`config.mk`:
```
export PLATFORM = sky130hd
export DESIGN_NAME = pcs_8b10b_enc_flat
export DESIGN_NICKNAME = d
export VERILOG_FILES = /design/src/rtl/pcs_8b10b_enc_if.sv /design/src/rtl/pcs_8b10b_enc.sv /design/src/flat_wrapper.sv
export SDC_FILE = /design/constraint.sdc
export NUM_CORES = 1
export LEC_CHECK = 0
export BUFFER_PORTS_ARGS = -buffer_cell sky130_fd_sc_hd__buf_4
export CAP_MARGIN = 10
export CORE_ASPECT_RATIO = 0.7
export CORE_MARGIN = 4
export CORE_UTILIZATION = 61
export CTS_CLUSTER_DIAMETER = 60
export CTS_CLUSTER_SIZE = 24
export DETAILED_ROUTE_END_ITERATION = 7
export PLACE_DENSITY = 0.95
export SLEW_MARGIN = 0
export SYNTH_ARGS = -nofsm -noshare
export SYNTH_HDL_FRONTEND = slang
export SYNTH_SLANG_ARGS = --single-unit
```
`constraint.sdc`:
```
create_clock -name clk -period 15.2 [get_ports clk]
set_clock_uncertainty 0.05 [all_clocks]
set_input_delay 3.04 -clock clk [delete_from_list [all_inputs] [get_ports clk]]
set_output_delay 3.04 -clock clk [all_outputs]
set_load 0.01 [all_outputs]
```
`src/rtl/pcs_8b10b_enc_if.sv`:
```
// Code-group bus between the ordered-set transmit state machine (master) and
// the 8b/10b encoder (slave).
interface pcs_8b10b_enc_if;
  logic [7:0] tx_code_group;
  logic       control;
  logic [9:0] tx_10b;
  logic       tx_disparity;
  logic       kerr;

  modport master (
    output tx_code_group, control,
    input  tx_10b, tx_disparity, kerr
  );

  modport slave (
    input  tx_code_group, control,
    output tx_10b, tx_disparity, kerr
  );
endinterface

```
`src/rtl/pcs_8b10b_enc.sv`:
```
// 1000BASE-X 8b/10b encoder with running-disparity tracking, one group per clock.
// Optional macro PCS_ENC_KCHECK_EN: invalid K groups are sent as /V/ (K30.7) and flagged on kerr.
module pcs_8b10b_enc (
  input  logic           clk,
  input  logic           reset,
  pcs_8b10b_enc_if.slave enc
);

  logic [4:0] x_e;
  logic [2:0] y_e;
  logic       k_e;
  logic       kerr_d;
  logic [5:0] six_m, six;
  logic [3:0] four_m, four;
  logic       alt7, inv4, rd_mid, rd_d;
  logic [9:0] code_d;

  logic [9:0] tx_10b_q;
  logic       rd_q;
  logic       kerr_q;

  always_comb begin
    x_e    = enc.tx_code_group[4:0];
    y_e    = enc.tx_code_group[7:5];
    k_e    = enc.control;
    kerr_d = 1'b0;
`ifdef PCS_ENC_KCHECK_EN
    if (enc.control &&
        !((x_e == 5'd28) ||
          ((y_e == 3'd7) && (x_e == 5'd23 || x_e == 5'd27 || x_e == 5'd29 || x_e == 5'd30)))) begin
      x_e    = 5'd30;
      y_e    = 3'd7;
      kerr_d = 1'b1;
    end
`endif

    // 5b/6b RD- forms; the RD+ form is the complement for unbalanced codes and D.7
    six_m = 6'b000000;
    case (x_e)
      5'd0:  six_m = 6'b100111;
      5'd1:  six_m = 6'b011101;
      5'd2:  six_m = 6'b101101;
      5'd3:  six_m = 6'b110001;
      5'd4:  six_m = 6'b110101;
      5'd5:  six_m = 6'b101001;
      5'd6:  six_m = 6'b011001;
      5'd7:  six_m = 6'b111000;
      5'd8:  six_m = 6'b111001;
      5'd9:  six_m = 6'b100101;
      5'd10: six_m = 6'b010101;
      5'd11: six_m = 6'b110100;
      5'd12: six_m = 6'b001101;
      5'd13: six_m = 6'b101100;
      5'd14: six_m = 6'b011100;
      5'd15: six_m = 6'b010111;
      5'd16: six_m = 6'b011011;
      5'd17: six_m = 6'b100011;
      5'd18: six_m = 6'b010011;
      5'd19: six_m = 6'b110010;
      5'd20: six_m = 6'b001011;
      5'd21: six_m = 6'b101010;
      5'd22: six_m = 6'b011010;
      5'd23: six_m = 6'b111010;
      5'd24: six_m = 6'b110011;
      5'd25: six_m = 6'b100110;
      5'd26: six_m = 6'b010110;
      5'd27: six_m = 6'b110110;
      5'd28: six_m = k_e ? 6'b001111 : 6'b001110;
      5'd29: six_m = 6'b101110;
      5'd30: six_m = 6'b011110;
      5'd31: six_m = 6'b101011;
      default: six_m = 6'b000000;
    endcase
    six = (rd_q && (($countones(six_m) != 3) || (six_m == 6'b111000))) ? ~six_m : six_m;

    if (($countones(six) > 3) || (six == 6'b000111))      rd_mid = 1'b1;
    else if (($countones(six) < 3) || (six == 6'b111000)) rd_mid = 1'b0;
    else                                                  rd_mid = rd_q;

    // A7 keeps run length bounded where P7 would create five equal bits
    alt7 = k_e ||
           (!rd_mid && (x_e == 5'd17 || x_e == 5'd18 || x_e == 5'd20)) ||
           ( rd_mid && (x_e == 5'd11 || x_e == 5'd13 || x_e == 5'd14));

    four_m = 4'b0000;
    case (y_e)
      3'd0: four_m = 4'b1011;
      3'd1: four_m = 4'b1001;
      3'd2: four_m = 4'b0101;
      3'd3: four_m = 4'b1100;
      3'd4: four_m = 4'b1101;
      3'd5: four_m = 4'b1010;
      3'd6: four_m = 4'b0110;
      3'd7: four_m = alt7 ? 4'b0111 : 4'b1110;
      default: four_m = 4'b0000;
    endcase
    // K column flips the neutral codes when entering at RD-
    if (rd_mid) inv4 = (y_e == 3'd0) || (y_e == 3'd3) || (y_e == 3'd4) || (y_e == 3'd7);
    else        inv4 = k_e && ((y_e == 3'd1) || (y_e == 3'd2) || (y_e == 3'd5) || (y_e == 3'd6));
    four = inv4 ? ~four_m : four_m;

    if (($countones(four) > 2) || (four == 4'b0011))      rd_d = 1'b1;
    else if (($countones(four) < 2) || (four == 4'b1100)) rd_d = 1'b0;
    else                                                  rd_d = rd_mid;

    code_d = {six, four};
  end

  always_ff @(posedge clk) begin
    if (reset) begin
      tx_10b_q <= 10'b0000000000;
      rd_q     <= 1'b0;
      kerr_q   <= 1'b0;
    end else begin
      tx_10b_q <= code_d;
      rd_q     <= rd_d;
      kerr_q   <= kerr_d;
    end
  end

  assign enc.tx_10b       = tx_10b_q;
  assign enc.tx_disparity = rd_q;
  assign enc.kerr         = kerr_q;

endmodule
```
`src/flat_wrapper.sv`:
```
// flat-port wrapper written by rule: the top's interface ports become plain ports
module pcs_8b10b_enc_flat 
  (clk, reset, enc_tx_code_group, enc_control, enc_tx_10b, enc_tx_disparity, enc_kerr);
  pcs_8b10b_enc_if enc_i ();
  input  logic clk;
  input  logic reset;
  input wire logic [$bits(enc_i.tx_code_group)-1:0] enc_tx_code_group;
  input wire logic [$bits(enc_i.control)-1:0] enc_control;
  output wire logic [$bits(enc_i.tx_10b)-1:0] enc_tx_10b;
  output wire logic [$bits(enc_i.tx_disparity)-1:0] enc_tx_disparity;
  output wire logic [$bits(enc_i.kerr)-1:0] enc_kerr;
  assign enc_i.tx_code_group = enc_tx_code_group;
  assign enc_i.control = enc_control;
  assign enc_tx_10b = enc_i.tx_10b;
  assign enc_tx_disparity = enc_i.tx_disparity;
  assign enc_kerr = enc_i.kerr;
  pcs_8b10b_enc u_core (.clk(clk), .reset(reset), .enc(enc_i));
endmodule
```
==> flow_results.org, run 1 <==
** Clock tree
- The clock drives 11 sinks.
- CTS built an H-tree with a depth of 1.
- Setup Buffers After CTS :: 0
- Clock tree from TritonCTS :: yes
- The longest clock path from root to sink contains 2 buffers.
- CTS clk-pin slew, worst paths :: 60 ps
- Quantity of gates resized following cts :: 0
- For the worst-skew pair, the clock arrives at the later sink with an insertion delay of 260 ps.
- Hold-fix buffers, CTS :: 0
- In this run, CTS created clock tree buffers numbering 3.
- Clock root buffer :: sky130_fd_sc_hd__clkbuf_4

** Setup path
- Of all nets on the critical path, the largest fanout is 13.
- Max stage delay on crit path :: 510 ps
- The largest individual stage delay along the critical path comes from the cell sky130_fd_sc_hd__fa_1.
- The setup check on the worst reg-to-reg path leaves a slack of 10260 ps.
- The worst setup path is of the in2reg kind.
- Data on the critical path arrives at its endpoint at 10010 ps.
- Tracing the worst setup path back leads to its startpoint at enc_tx_code_group[4].
- The endpoint identified for the worst register-to-register timing path is u_core.enc.tx_disparity.
- Setup crit start kind :: primary input
- By instance count, the cell type seen most on the critical path is sky130_fd_sc_hd__ha_1.
- Data on the critical path is required at its endpoint by 15340 ps.
- RR Startpoint :: u_core.enc.tx_disparity
- Setup crit end kind :: register
- Worst Setup EP :: u_core.enc.tx_disparity
- For the worst flop-to-flop path, the logic depth is 20.

** STA
- For the pin with the worst max-slew slack, the measured transition is 593 ps.
- Measured against its own limit, the worst slew margin works out to 0.602.
- Hold violation count in the final report :: 0
- The number of max-slew violations in the final report came to 0.
- Clock period minus final worst setup slack :: 9870 ps
- Timing would allow up to 101 MHz.
- Dividing the final minimum period by the clock period gives 0.650.
- Setup repair after global routing left no endpoint under its margin.
- Setup TNS :: 0 ps
- Final setup violation count :: 0

** Yosys
- Synthesized netlist net count :: 206
- In this run, distinct cell masters in the synthesized netlist total 51.
- For this run, the leading register cell type out of synthesis is sky130_fd_sc_hd__dfxtp_1.
- Counting every instance in the synthesized netlist gives 176.
- Synthesis inferred 11 register bits.
- Avg Synthesized Cell Area :: 7.94 µm²
- Seq/Total Area, Yosys :: 0.158
- After synthesis the cells add up to 1400 µm².
- Yosys Warn Count :: 0
- The synthesized design contains 0 enable-type register cells.
- Fraction of synthesis flops using an asynchronous set or reset pin :: 0

** Hold path
- Hold Path Depth :: 3
- The worst hold path begins at u_core.enc.tx_disparity.
- Hold WC Path Type :: reg2reg

** Route
- Per-cell routed wire length :: 14.0 µm
- After the first detailed-routing iteration, the DRC count stood at 73.
- Drt total wl :: 3120 µm
- In the routed design, unresolved DRC markers number 0.
- Detailed Routing Iterations Pass 1 :: 5
- After detailed routing, the number of vias per cell comes to 5.66.
- Once detail routing completed, the nets flagged for antenna violations numbered 0.
- Via Count :: 1256

** Final layout
- Final instance area :: 1560 µm²
- Storage element area :: 220 µm²
- Area taken by multi-input logic gates :: 1030 µm²
- From synthesis to final layout, the design area changed by 11.5%.
- In the layout the commonest cells are sky130_fd_sc_hd__inv_1, sky130_fd_sc_hd__buf_4, sky130_fd_sc_hd__nor2_1.
- Most common cell after layout, fill and taps aside :: sky130_fd_sc_hd__inv_1
- The layout has 180 filler cells.
- In the final layout, the share of cells above drive strength 1 is 0.200.
- In the final design database the tool counted 221 nets.
- 0 antenna diodes ended up in the layout.

** Power
- Power spread over the standard cell area amounts to 139 nW/µm².
- For this design the static power due to leakage is 0.700 nW.
- Peak ir drop on the vdd network :: 44.7 µV
- The design draws 0.217 mW.

** Global route
- The number of global-route vias before repair came to 1160.
- For this run, the total global-route usage over all layers was measured as 0.210.
- First-pass GRT wire length :: 4970 µm
- The initial antenna violation count was 0.
- Largest net degree at the start of global routing :: 20
- Summed over all layers, the global routing overflow is 0.

** Die
- In this run the core area contains 14 standard-cell rows.
- In this run the vertical extent of the chip is 48.0 µm.
- Die Outline Area :: 3130 µm²
- The initial utilization of the core area, before any placement, comes to 0.643.
- Die boundary width :: 65.2 µm
- Core Footprint :: 2170 µm²
- For this design the top-level I/O count stands at 23.

** Placed design
- Once detailed placement completed, the half-perimeter wirelength came to 2620 µm.
- Port buffering added 21 buffers.
- Placed Instance Area :: 1530 µm²
- Routability-driven placement finished with a final weighted congestion of 0.902.

** Outcome
- Run status :: complete, no violations

** Flow run
- Across the run, the number of max-cap violations was 0.
per-layer routing:
layer  vias to the layer above  track usage  share of wire
met4                         0        0.120          0.032
met5                         -            0              0
met3                        12       0.0258          0.048
met2                        44        0.386           0.48
met1                       570        0.248           0.44
li1                        630            -              -
worst max-delay path, delay by kind of cell:
family | cells | cell delay, ps
buffers and inverters | 5 | 470
multiplexers | 1 | 440
AO/OA/AOI/OAI | 8 | 1770
AND/OR/NAND/NOR | 7 | 1490
adder cells (fa/ha/maj) | 9 | 2780
kinds of logic after synthesis:
group,synth area share
buffers and inverters,0.107
other,0.00268
AOI/OAI and AO/OA,0.267
muxes,0.00985
adders and majority gates,0.197
xor gates and xnor gates,0.0689
DFF,0.158
and+or+nand+nor,0.190
cell type report:
class | instances | share of cell area
flip-flops and latches | 11 | 0.141
repair buffers | 21 | 0.101
multi-input cells | 131 | 0.659
clock buffers | 4 | 0.0169
well taps | 32 | 0.0257
inverters | 23 | 0.0554
report_power, final:
group	internal [mW]	leakage, nW	switching (mW)	total [mW]
clock	0.0101	0.0150	0.00824	0.0184
combinational	0.0689	0.593	0.0873	0.156
sequential	0.0382	0.0918	0.00391	0.0421
worst min-delay path by stage:
stage | to | slack (ps)
4_1_cts | u_core.enc.tx_10b[6] | 780
3_5_place_dp | u_core.enc.tx_10b[6] | 770
6_report | u_core.enc.tx_10b[6] | 790
2_1_floorplan | u_core.enc.tx_10b[6] | 690
3_3_place_gp | u_core.enc.tx_10b[6] | 750
5_1_grt | u_core.enc.tx_10b[6] | 800
registers in the layout, indices dropped and copies added, names as in the netlist:
| signal | count |
|---|---|
| u_core.enc.tx_10b | 10 |
| u_core.enc.tx_disparity | 1 |
Yosys cell counts (all sizes together) (2+ instances only):
library cell,n,area (µm²)
a21oi,11,62.6
fa,5,100
nand2b,2,12.5
nand2,16,60.1
nor3,3,15.0
or4b,2,23.8
or4,2,15.0
ha,14,175
dfxtp,11,220
o21ai,9,45.0
nor2,19,71.3
a311oi,2,41.3
a31oi,2,12.5
xnor2,6,52.6
a22oi,2,20.0
inv,23,86.3
o221a,2,22.5
a211oi,3,22.5
clkbuf,2,7.51
nand3,3,15.0
o31ai,2,15.0
xor2,5,43.8
buf,9,56.3
and3,2,17.5
per-stage QoR:
| stage | setup WS [ps] | instances | hold slack, ps | utilization |
|---|---|---|---|---|
| after floorplan | 5820 | 176 | 686 | - |
| after global placement | 5520 | 218 | 747 | 0.705 |
| after detailed placement | 5160 | 218 | 766 | 0.705 |
| after CTS | 5410 | 222 | 778 | 0.717 |
| after global routing | 5020 | 222 | 803 | 0.717 |
| final | 5330 | 222 | 794 | 0.717 |
Power figures use the tool's default switching activity.
==> run 2: changes to the inputs <==
--- a/config.mk
+++ b/config.mk
@@ -5,15 +5,16 @@
 export SDC_FILE = /design/constraint.sdc
 export NUM_CORES = 1
 export LEC_CHECK = 0
+export ABC_AREA = 1
 export BUFFER_PORTS_ARGS = -buffer_cell sky130_fd_sc_hd__buf_4
 export CAP_MARGIN = 10
 export CORE_ASPECT_RATIO = 0.7
 export CORE_MARGIN = 4
-export CORE_UTILIZATION = 61
+export CORE_UTILIZATION = 57
 export CTS_CLUSTER_DIAMETER = 60
 export CTS_CLUSTER_SIZE = 24
 export DETAILED_ROUTE_END_ITERATION = 7
-export PLACE_DENSITY = 0.95
+export PLACE_DENSITY = 0.91
 export SLEW_MARGIN = 0
 export SYNTH_ARGS = -nofsm -noshare
 export SYNTH_HDL_FRONTEND = slang
==> constraint.sdc (replaced) <==
create_clock -name clk -period 10 [get_ports clk]
set_clock_uncertainty 0.05 [all_clocks]
set_input_delay 2 -clock clk [delete_from_list [all_inputs] [get_ports clk]]
set_output_delay 2 -clock clk [all_outputs]
set_load 0.01 [all_outputs]
==> run 2 against run 1 <==
Effect of this change: non-clock buffer count unchanged; critical path depth increased by 10; area after synthesis up 6.7%; sequential cell count unchanged; die area is 12% higher; power increased by 110%; sequential power rose by 54%; wire length rose by 8.1%; cell count rose by 33%; hold slack lost 110 ps; first-iteration DRC count grew 60%; critical endpoint unchanged.
==> flow_results.org, run 2 <==
** Route
- Wire segments on met3 add up to 184 µm in the final route.
- For this run, design rule violations remaining after detail routing come to 0.
- Detailed Routing Iterations Pass 1 :: 4
- Met1 Wirelength :: 1610 µm
- Once detail routing completed, the nets flagged for antenna violations numbered 0.
- Wire segments on met2 add up to 1550 µm in the final route.
- The detailed router finished its first iteration with 117 violations.
- Signal routing reaches up to met4.
- Per-cell routed wire length :: 11.4 µm
- Number of vias per cell after detailed routing :: 5.19
- The routed layout has 1530 vias.
- Drt total wl :: 3370 µm

** Outcome
- The flow ran to the end, and the final reports show no timing, DRC or antenna violations.

** Clock tree
- Clock latency of the later-clocked register in the worst-skew pair :: 240 ps
- Number of sinks driven by the clock tree :: 11
- Clock-pin slew was measured on the worst setup and hold paths at 50 ps.
- After clock tree synthesis, the flow added hold-fix buffers numbering 0.
- Setup Buffers After CTS :: 0
- Clock root buffer :: sky130_fd_sc_hd__clkbuf_8
- The number of gates resized after CTS was 0.
- TritonCTS built the clock tree.
- Total clock buffers created by CTS :: 3
- No sink is reached through more buffers than the 2 on the longest clock path.
- H-tree lvl count :: 1

** Setup path
- Max Fanout on Critical Path :: 7
- Slack of the worst reg-to-reg path :: 5450 ps
- Most frequent cell on the critical path :: sky130_fd_sc_hd__inv_1
- CP max stage cell :: sky130_fd_sc_hd__fa_1
- For the worst flop-to-flop path, the logic depth is 26.
- At the worst endpoint, the required time is 10070 ps.
- The setup path with the least slack is of type in2reg.
- Setup crit end kind :: register
- Max stage delay on crit path :: 520 ps
- Crit path arrival time :: 8130 ps
- The worst register-to-register path ends at u_core.enc.tx_disparity.
- STA classifies the critical path startpoint as a primary input.
- The startpoint identified for the worst register-to-register timing path is u_core.enc.tx_disparity.

** Hold path
- The worst hold path was traced through 4 stages.
- Hold WC Path Type :: reg2reg
- The startpoint identified for the worst hold timing path is u_core.enc.tx_disparity.
- Hold Path Sink :: u_core.enc.tx_10b[5]

** STA
- Setup TNS :: 0 ps
- Setup violations remaining at the end of the flow were counted as 0.
- Maximum clock rate :: 124 MHz
- The number of max-slew violations in the final report was 0.
- Setup repair after global routing left no endpoint under its margin.
- Post-route fraction of the period consumed by the critical path :: 0.807
- Hold violation count in the final report :: 0
- Clock period minus final worst setup slack :: 8070 ps
- Once routing completed, OpenROAD measured the worst setup slack at 1930 ps.
- The tightest hold path in the finished design has a slack of 683 ps.

** Final layout
- 0 antenna diodes ended up in the layout.
- From synthesis to final layout, the design area changed by 14.7%.
- Most frequent cells in the layout :: sky130_fd_sc_hd__nand2_1, sky130_fd_sc_hd__inv_1, sky130_fd_sc_hd__nor2_1
- After the last flow step, the layout net total stands at 292.
- Leaving out fill and tap cells, the most frequent cell in the layout is sky130_fd_sc_hd__nand2_1.
- In the final layout, flip-flops and latches occupy 220 µm².
- Area taken by multi-input logic gates :: 1090 µm²
- Flip-flop count of the largest register after layout :: 10
- Of the cells placed in the final design, the portion with a size suffix greater than 1 is 0.203.
- Fill cells :: 223

** Yosys
- Avg Synthesized Cell Area :: 6.19 µm²
- Most instantiated library cell after synthesis :: sky130_fd_sc_hd__nand2_1
- Leading post-synthesis cells by cell area :: sky130_fd_sc_hd__nand2_1, sky130_fd_sc_hd__dfxtp_1, sky130_fd_sc_hd__ha_1
- Synthesized netlist net count :: 271
- Yosys mapped a number of flops with a built-in enable equal to 0.
- Yosys Warn Count :: 0
- The synthesized design spends more area on one cell type than any other, namely sky130_fd_sc_hd__nand2_1.
- By count the netlist is led by sky130_fd_sc_hd__nand2_1, sky130_fd_sc_hd__inv_1, sky130_fd_sc_hd__nor2_1.
- Of the post-synthesis cell area, the dominant cell type holds 0.164.
- Netlist area before placement :: 1490 µm²
- Flip-flop cell with the highest count after synthesis :: sky130_fd_sc_hd__dfxtp_1
- Synthesis produced 241 cells.
- After synthesis the netlist holds a flip-flop and latch count of 11.
- Seq/Total Area, Yosys :: 0.148
- For this run, asynchronously set or reset flops after synthesis account for 0.
- The netlist uses 33 different library cells.

** Power
- Static Leakage :: 0.971 nW
- Internal power component :: 0.226 mW
- Dividing total power by cell area gives a power density of 265 nW/µm².
- Peak ir drop on the vdd network :: 250 µV
- Logic gate share of total power :: 0.760
- Sum of internal, switching and leakage power :: 0.454 mW
- Power share of the sequential group :: 0.143
- Switching power as a share of total power :: 0.501
- The share of total power dissipated in the clock network is 0.097.
- In this run the power spent charging and discharging nets is 0.227 mW.

** Flow run
- Number of max-cap violations :: 0

** Die
- Die height :: 50.8 µm
- For this configuration, the core starts out at a cell density of 0.602.
- After floorplanning, the core was sized to cover 2480 µm².
- The die covers 3510 µm².
- The die is 69.1 µm wide.
- The floorplan has 15 rows.
- During I/O placement, the number of pins put on the boundary was 23.

** Global route
- After global routing the overflow that remains totals 0.
- The number of global-route vias before repair is 1369.
- First-pass GRT wire length :: 5750 µm
- Global-route usage over all layers :: 0.197
- Largest net degree at the start of global routing :: 19
- The initial antenna violation count was 0.

** Placed design
- Worst slack after detailed placement :: 1720 ps
- The HPWL after detailed placement is 2850 µm.
- Input/output buffers :: 21
- At the end of routability-driven placement, the weighted congestion stood at 0.920.
==> run 2: changes by cell type after synthesis, moves of 5 or more <==
cell | before | now
sky130_fd_sc_hd__inv_1 | 23 | 35
sky130_fd_sc_hd__nand2_1 | 16 | 65
sky130_fd_sc_hd__nand2_2 | 0 | 7
sky130_fd_sc_hd__nand3_1 | 3 | 23
sky130_fd_sc_hd__nor2_1 | 19 | 25
sky130_fd_sc_hd__nor2_2 | 0 | 9
sky130_fd_sc_hd__xnor2_1 | 6 | 0
sky130_fd_sc_hd__xor2_1 | 5 | 0
==> run 2: worst max path at each step <==
stage / from / slack (ps) / to
after floorplan: enc_tx_code_group[1] / 2260 / u_core.enc.tx_disparity
after global placement: enc_tx_code_group[2] / 1860 / u_core.enc.tx_disparity
after detailed placement: enc_tx_code_group[2] / 1720 / u_core.enc.tx_disparity
after CTS: enc_tx_code_group[2] / 1930 / u_core.enc.tx_disparity
after global routing: enc_tx_code_group[2] / 1380 / u_core.enc.tx_disparity
final: enc_tx_code_group[2] / 1930 / u_core.enc.tx_disparity
==> run 2: layout make-up <==
class	count	share of cell area
clock buffer	4	0.0263
multi-input combinational	185	0.639
timing repair buffer	21	0.0922
inverter	40	0.0885
tap	34	0.0249
sequential	11	0.129
==> run 2: cells by family after synthesis <==
family          after synthesis  share of synthesized area
simple gates                142                      0.437
buf+inv                      45                      0.119
compound gates               21                     0.0873
fa+ha+maj                    19                      0.185
flops                        11                      0.148
xor+xnor                      2                     0.0218
other cells                   1                    0.00251
==> run 2: stage by stage <==
step / utilization / cell area, µm² / cells
finish: 0.690 / 1710 / 295
floorplan: - / 1490 / 241
CTS: 0.690 / 1710 / 295
detailed placement: 0.672 / 1670 / 291
global placement: 0.672 / 1670 / 291
global route: 0.690 / 1710 / 295
==> run 2: critical path, delay by kind of cell <==
kind | cells | cell delay [ps]
buffers and inverters | 11 | 900
AND/OR/NAND/NOR | 16 | 1580
AO/OA/AOI/OAI | 4 | 880
adder cells (fa/ha/maj) | 9 | 2760
==> run 2: power groups by stage <==
stage | registers, mW | clock network [mW] | logic (mW)
global placement | 0.0655 | 0 | 0.332
finish | 0.0648 | 0.0440 | 0.345
global route | 0.0663 | 0.0466 | 0.396
floorplan | 0.0733 | 0 | 0.255
CTS | 0.0651 | 0.0447 | 0.349
detailed placement | 0.0659 | 0 | 0.346
==> run 2: layer usage <==
| layer | up-vias | track usage |
|---|---|---|
| li1 | 792 | - |
| met1 | 685 | 0.280 |
| met2 | 49 | 0.320 |
| met3 | 4 | 0.0260 |
| met4 | 0 | 0.0422 |
| met5 | - | 0 |
==> run 3: changes to the inputs <==
--- a/config.mk
+++ b/config.mk
@@ -5,16 +5,16 @@
 export SDC_FILE = /design/constraint.sdc
 export NUM_CORES = 1
 export LEC_CHECK = 0
-export ABC_AREA = 1
+export ABC_AREA = 0
 export BUFFER_PORTS_ARGS = -buffer_cell sky130_fd_sc_hd__buf_4
 export CAP_MARGIN = 10
 export CORE_ASPECT_RATIO = 0.7
 export CORE_MARGIN = 4
-export CORE_UTILIZATION = 57
+export CORE_UTILIZATION = 56
 export CTS_CLUSTER_DIAMETER = 60
 export CTS_CLUSTER_SIZE = 24
 export DETAILED_ROUTE_END_ITERATION = 7
-export PLACE_DENSITY = 0.91
+export PLACE_DENSITY = 0.9
 export SLEW_MARGIN = 0
 export SYNTH_ARGS = -nofsm -noshare
 export SYNTH_HDL_FRONTEND = slang
==> constraint.sdc (replaced) <==
create_clock -name clk -period 7.6 [get_ports clk]
set_clock_uncertainty 0.05 [all_clocks]
set_input_delay 1.52 -clock clk [delete_from_list [all_inputs] [get_ports clk]]
set_output_delay 1.52 -clock clk [all_outputs]
set_load 0.01 [all_outputs]
==> run 3 against run 2 <==
Effect of this change: the run now fails in 5_1_grt; synthesized cell count decreased by 27%; area after synthesis down 6.3%.
==> flow_results.org, run 3 <==
** Yosys
- Synthesized instance count :: 176
- Seq/Total Area, Yosys :: 0.158
- Mux cell area share after synthesis :: 0.00985
- Of the total synthesized cell area, the portion taken by AND, OR, NAND and NOR gates is 0.190.
- Of the total synthesized cell area, the portion taken by full adders, half adders and majority gates is 0.197.
- Yosys mapped a number of flops with a built-in enable equal to 0.
- Of the post-synthesis cell area, the dominant cell type holds 0.158.
- The average instance in the mapped netlist occupies 7.94 µm².
- Synthesized-area fraction occupied by ao, oa, aoi and oai cells :: 0.267
- Leading area contributor after synthesis :: sky130_fd_sc_hd__dfxtp_1
- Fraction of synthesis flops using an asynchronous set or reset pin :: 0
- The mapped netlist covers 1400 µm².
- Synthesized netlist net count :: 206
- In the post-synthesis netlist, the cell with the most instances is sky130_fd_sc_hd__inv_1.
- Largest family of logic cells by synthesized area :: compound AO/OA/AOI/OAI gates
- Synthesized-area fraction occupied by xor and xnor cells :: 0.0689
- Yosys Warn Count :: 0
- Number of distinct library cells after synthesis :: 51
- Among all flip-flop cells after synthesis, the most frequent one is sky130_fd_sc_hd__dfxtp_1.
- The commonest cells after synthesis are sky130_fd_sc_hd__inv_1, sky130_fd_sc_hd__nor2_1, sky130_fd_sc_hd__nand2_1.
- Leading post-synthesis cells by cell area :: sky130_fd_sc_hd__dfxtp_1, sky130_fd_sc_hd__ha_1, sky130_fd_sc_hd__fa_1
- After synthesis the netlist holds a flip-flop and latch count of 11.

** Clock tree
- Bufs on Longest Clock Path :: 2
- The tree built by TritonCTS fans out to 11 sinks.
- Clock root buffer :: sky130_fd_sc_hd__clkbuf_4
- Clock tree synthesis inserted a total of 3 buffers.
- H-tree lvl count :: 1

** Global route
- For this run, the total global-route usage over all layers was measured as 0.667.
- Entering global routing, the biggest net connects 13 pins.
- Summed over all layers, the global routing overflow is 33.

** Placed design
- Input and output buffers added on the ports amount to 21.
- At the end of routability-driven placement, the weighted congestion stood at 0.927.
- Placed Instance Area :: 1920 µm²
- At the placement stage, the worst setup path has a slack of -276 ps.
- Detailed placement ended at an HPWL of 3510 µm.

** Outcome
- The run stopped with a tool error.
- Err :: [ERROR GRT-0232] Routing congestion too high. Check the congestion heatmap in the GUI.
- It got as far as 5_1_grt and failed there.

** Die
- # rows :: 14
- Count of pins on the block boundary :: 23
- The die is 67.7 µm wide.
- Die height :: 49.8 µm
- The initial utilization of the core area, before any placement, comes to 0.618.

** STA
- Once global-route timing repair stopped, the endpoint with the least setup slack was u_core.enc.tx_disparity$_SDFF_PP0_/D.
- After the last repair the worst path ends at a register input.
-- run 3: repair_timing --
action | in CTS
setup buffers | 2
hold buffers | 0
setup endpoints to repair | 1
resized for setup | 8
pin swaps | 6
-- run 3: logic make-up after synthesis --
family,Yosys count
AOI/OAI and AO/OA,45
xor gates and xnor gates,11
adders and majority gates,19
buffers and inverters,34
DFF,11
muxes,1
other,1
and+or+nand+nor,54
-- run 3: per-stage QoR --
| step | hold slack [ps] | std cells | utilization | TNS (ps) |
|---|---|---|---|---|
| after floorplan | 625 | 176 | - | 0 |
| after global placement | 723 | 263 | 0.849 | -26.1 |
| after detailed placement | 775 | 263 | 0.849 | -276 |
| after CTS | 787 | 269 | 0.882 | 0 |
-- run 3: per-layer routing --
layer  global-route usage  overflow
met1                0.709         0
met2                0.779        16
met5               0.0536         0
met4                0.690        17
met3                0.502         0
==> run 4: changes to the inputs <==
--- a/config.mk
+++ b/config.mk
@@ -8,13 +8,10 @@
 export ABC_AREA = 0
 export BUFFER_PORTS_ARGS = -buffer_cell sky130_fd_sc_hd__buf_4
 export CAP_MARGIN = 10
-export CORE_ASPECT_RATIO = 0.7
-export CORE_MARGIN = 4
-export CORE_UTILIZATION = 56
-export CTS_CLUSTER_DIAMETER = 60
-export CTS_CLUSTER_SIZE = 24
+export CORE_AREA = 4 4 65 67
 export DETAILED_ROUTE_END_ITERATION = 7
-export PLACE_DENSITY = 0.9
+export DIE_AREA = 0 0 69 71
+export PLACE_DENSITY_LB_ADDON = 0.15
 export SLEW_MARGIN = 0
 export SYNTH_ARGS = -nofsm -noshare
 export SYNTH_HDL_FRONTEND = slang
==> run 4 against run 3 <==
Effect of this change: the run now ends clean.
==> flow_results.org, run 4 (synthesis gave the netlist of run 1 again) <==
** Route
- Number of remaining DRC errors :: 0
- The count of nets left with antenna violations once routing finished came out at 0.
- Number of vias per cell after detailed routing :: 4.97
- Iter 0 DRT Violations :: 49
- After detailed routing, the average wire length per cell comes to 12.6 µm.
- Detailed Routing Iterations Pass 1 :: 4
- Via Count :: 1495
- Drt total wl :: 3810 µm

** Outcome
- The flow ran to the end, and the final reports show no timing, DRC or antenna violations.

** Die
- Count of pins on the block boundary :: 23
- Die boundary width :: 69 µm
- The floorplan step defined a core boundary enclosing 3630 µm².
- # rows :: 22
- Die Outline Area :: 4900 µm²
- The die is 71 µm tall.
- Initial core utilization :: 0.385

** Clock tree
- Clock latency of the later-clocked register in the worst-skew pair :: 230 ps
- For this design, the sink count on the clock tree is 11.
- Hold repair after CTS inserted 0 buffers.
- CTS clk-pin slew, worst paths :: 50 ps
- Clock tree from TritonCTS :: yes
- In this run the number of H-tree levels came out at 1.
- The clock passes through at most 2 buffers.
- Clock tree synthesis selected as its root buffer the cell sky130_fd_sc_hd__clkbuf_8.
- The number of clock buffers added by TritonCTS is 3.

** Setup path
- Data required, critical path :: 7670 ps
- The worst setup path is captured at a register.
- CP max stage cell :: sky130_fd_sc_hd__fa_1
- On the worst path, the slowest cell contributes a delay of 540 ps.
- Setup crit start kind :: primary input
- Type of the worst setup path :: in2reg
- Of all nets on the critical path, the largest fanout is 13.
- Slack of the worst reg-to-reg path :: 3130 ps
- Crit path arrival time :: 7420 ps

** STA
- Pin slew with the least headroom to its limit :: 525 ps
- The final hold violation count is 0.
- Subtracting the final worst setup slack from the clock period gives 7360 ps.
- For this run, the top clock speed supported by timing is 136 MHz.
- Worst relative slew slack :: 0.647
- Setup violations remaining at the end of the flow were counted as 0.
- Count of pins over their slew limit :: 0
- Dividing the final minimum period by the clock period gives 0.968.

** Placed design
- Placed Instance Area :: 2010 µm²
- Input and output buffers added on the ports amount to 21.
- The wire-length estimate of the detail-placed layout is 3030 µm.
- The congestion estimate from routability-driven global placement came to 0.870.
- The number of placed instances, taps included, is 289.

** Global route
- The initial antenna violation count is 0.
- Global-route usage over all layers :: 0.148
- Overflow left after global routing :: 0
- First-pass GRT wire length :: 6160 µm
- Largest net degree at the start of global routing :: 14
- Vias in the first global route :: 1462

** Final layout
- The sequential cells in the finished layout cover a total of 220 µm².
- Final instance area :: 2290 µm²
- The number of antenna diodes in the final layout is 0.
- In the final layout, the share of cells above drive strength 1 is 0.538.
- Leaving out fill and tap cells, the most frequent cell in the layout is sky130_fd_sc_hd__buf_4.
- Flip-flop count of the largest register after layout :: 10
- Summing all multi-input logic gate instances after layout gives 1230 µm².
- In the final design database the tool counted 284 nets.
- Fill cells :: 339
- Area growth syn-to-layout :: 64.1%
- Post-route non-filler standard cell count :: 301
- Most frequent cells in the layout :: sky130_fd_sc_hd__buf_4, sky130_fd_sc_hd__inv_1, sky130_fd_sc_hd__nor2_1

** Power
- Sum of internal, switching and leakage power :: 0.604 mW
- For this design the ratio of total power to cell area is 263 nW/µm².
- Peak ir drop on the vdd network :: 101 µV
- Static Leakage :: 1.05 nW

** Hold path
- Hold WC Path Type :: reg2reg

** Flow run
- Max-cap violations in this run came to 0.
## run 4: path summary, 6_finish.rpt
kind                            cells past startpoint                     from                      end
worst max register to register                     21  u_core.enc.tx_disparity  u_core.enc.tx_disparity
worst max-delay path                               30     enc_tx_code_group[0]  u_core.enc.tx_disparity
worst min register to register                      4  u_core.enc.tx_disparity     u_core.enc.tx_10b[5]
worst min-delay path                                4  u_core.enc.tx_disparity     u_core.enc.tx_10b[5]
## run 4: cell type report
cell class	count	share of cell area
Inverter	23	0.0376
Clock buffer	4	0.0196
Timing Repair Buffer	84	0.283
Multi-Input combinational cell	131	0.537
Sequential cell	11	0.0960
Tap cell	48	0.0262
## run 4: routing by layer
| layer | vias up | global-route usage | wire length (µm) |
|---|---|---|---|
| met4 | 0 | 0.0477 | 38 |
| met1 | 706 | 0.182 | 1650 |
| met5 | - | 0 | 0 |
| li1 | 757 | - | - |
| met2 | 27 | 0.269 | 2000 |
| met3 | 5 | 0.0156 | 113 |
## run 4: worst max-delay path: cells and delay by family
| kind | cells | cell delay [ps] |
|---|---|---|
| buffers and inverters | 5 | 440 |
| adder cells (fa/ha/maj) | 9 | 2670 |
| multiplexers | 1 | 360 |
| AO/OA/AOI/OAI | 8 | 1100 |
| AND/OR/NAND/NOR | 7 | 1310 |
## run 4: through the flow
stage          setup WS (ps)  setup TNS, ps  hold slack (ps)   util
2_1_floorplan           49.8              0              625      -
3_3_place_gp            -103           -103              712  0.554
3_5_place_dp            -231           -231              727  0.554
4_1_cts                 21.3              0              737  0.575
5_1_grt                -89.4          -89.4              797  0.631
6_report                 243              0              743  0.631
## run 4: power by group
group / switching, mW / internal (mW) / leakage [nW]
Combinational: 0.213 / 0.249 / 0.933
Sequential: 0.00860 / 0.0766 / 0.0918
Clock: 0.0204 / 0.0367 / 0.0228
Total: 0.242 / 0.362 / 1.05
## run 4: repair_timing
item | in CTS | in global routing
hold endpoints to repair | 0 | 0
resized for setup | 5 | 40
setup endpoints to repair | 1 | 1
buffers inserted | 1 | 7
pin swaps | 5 | 24
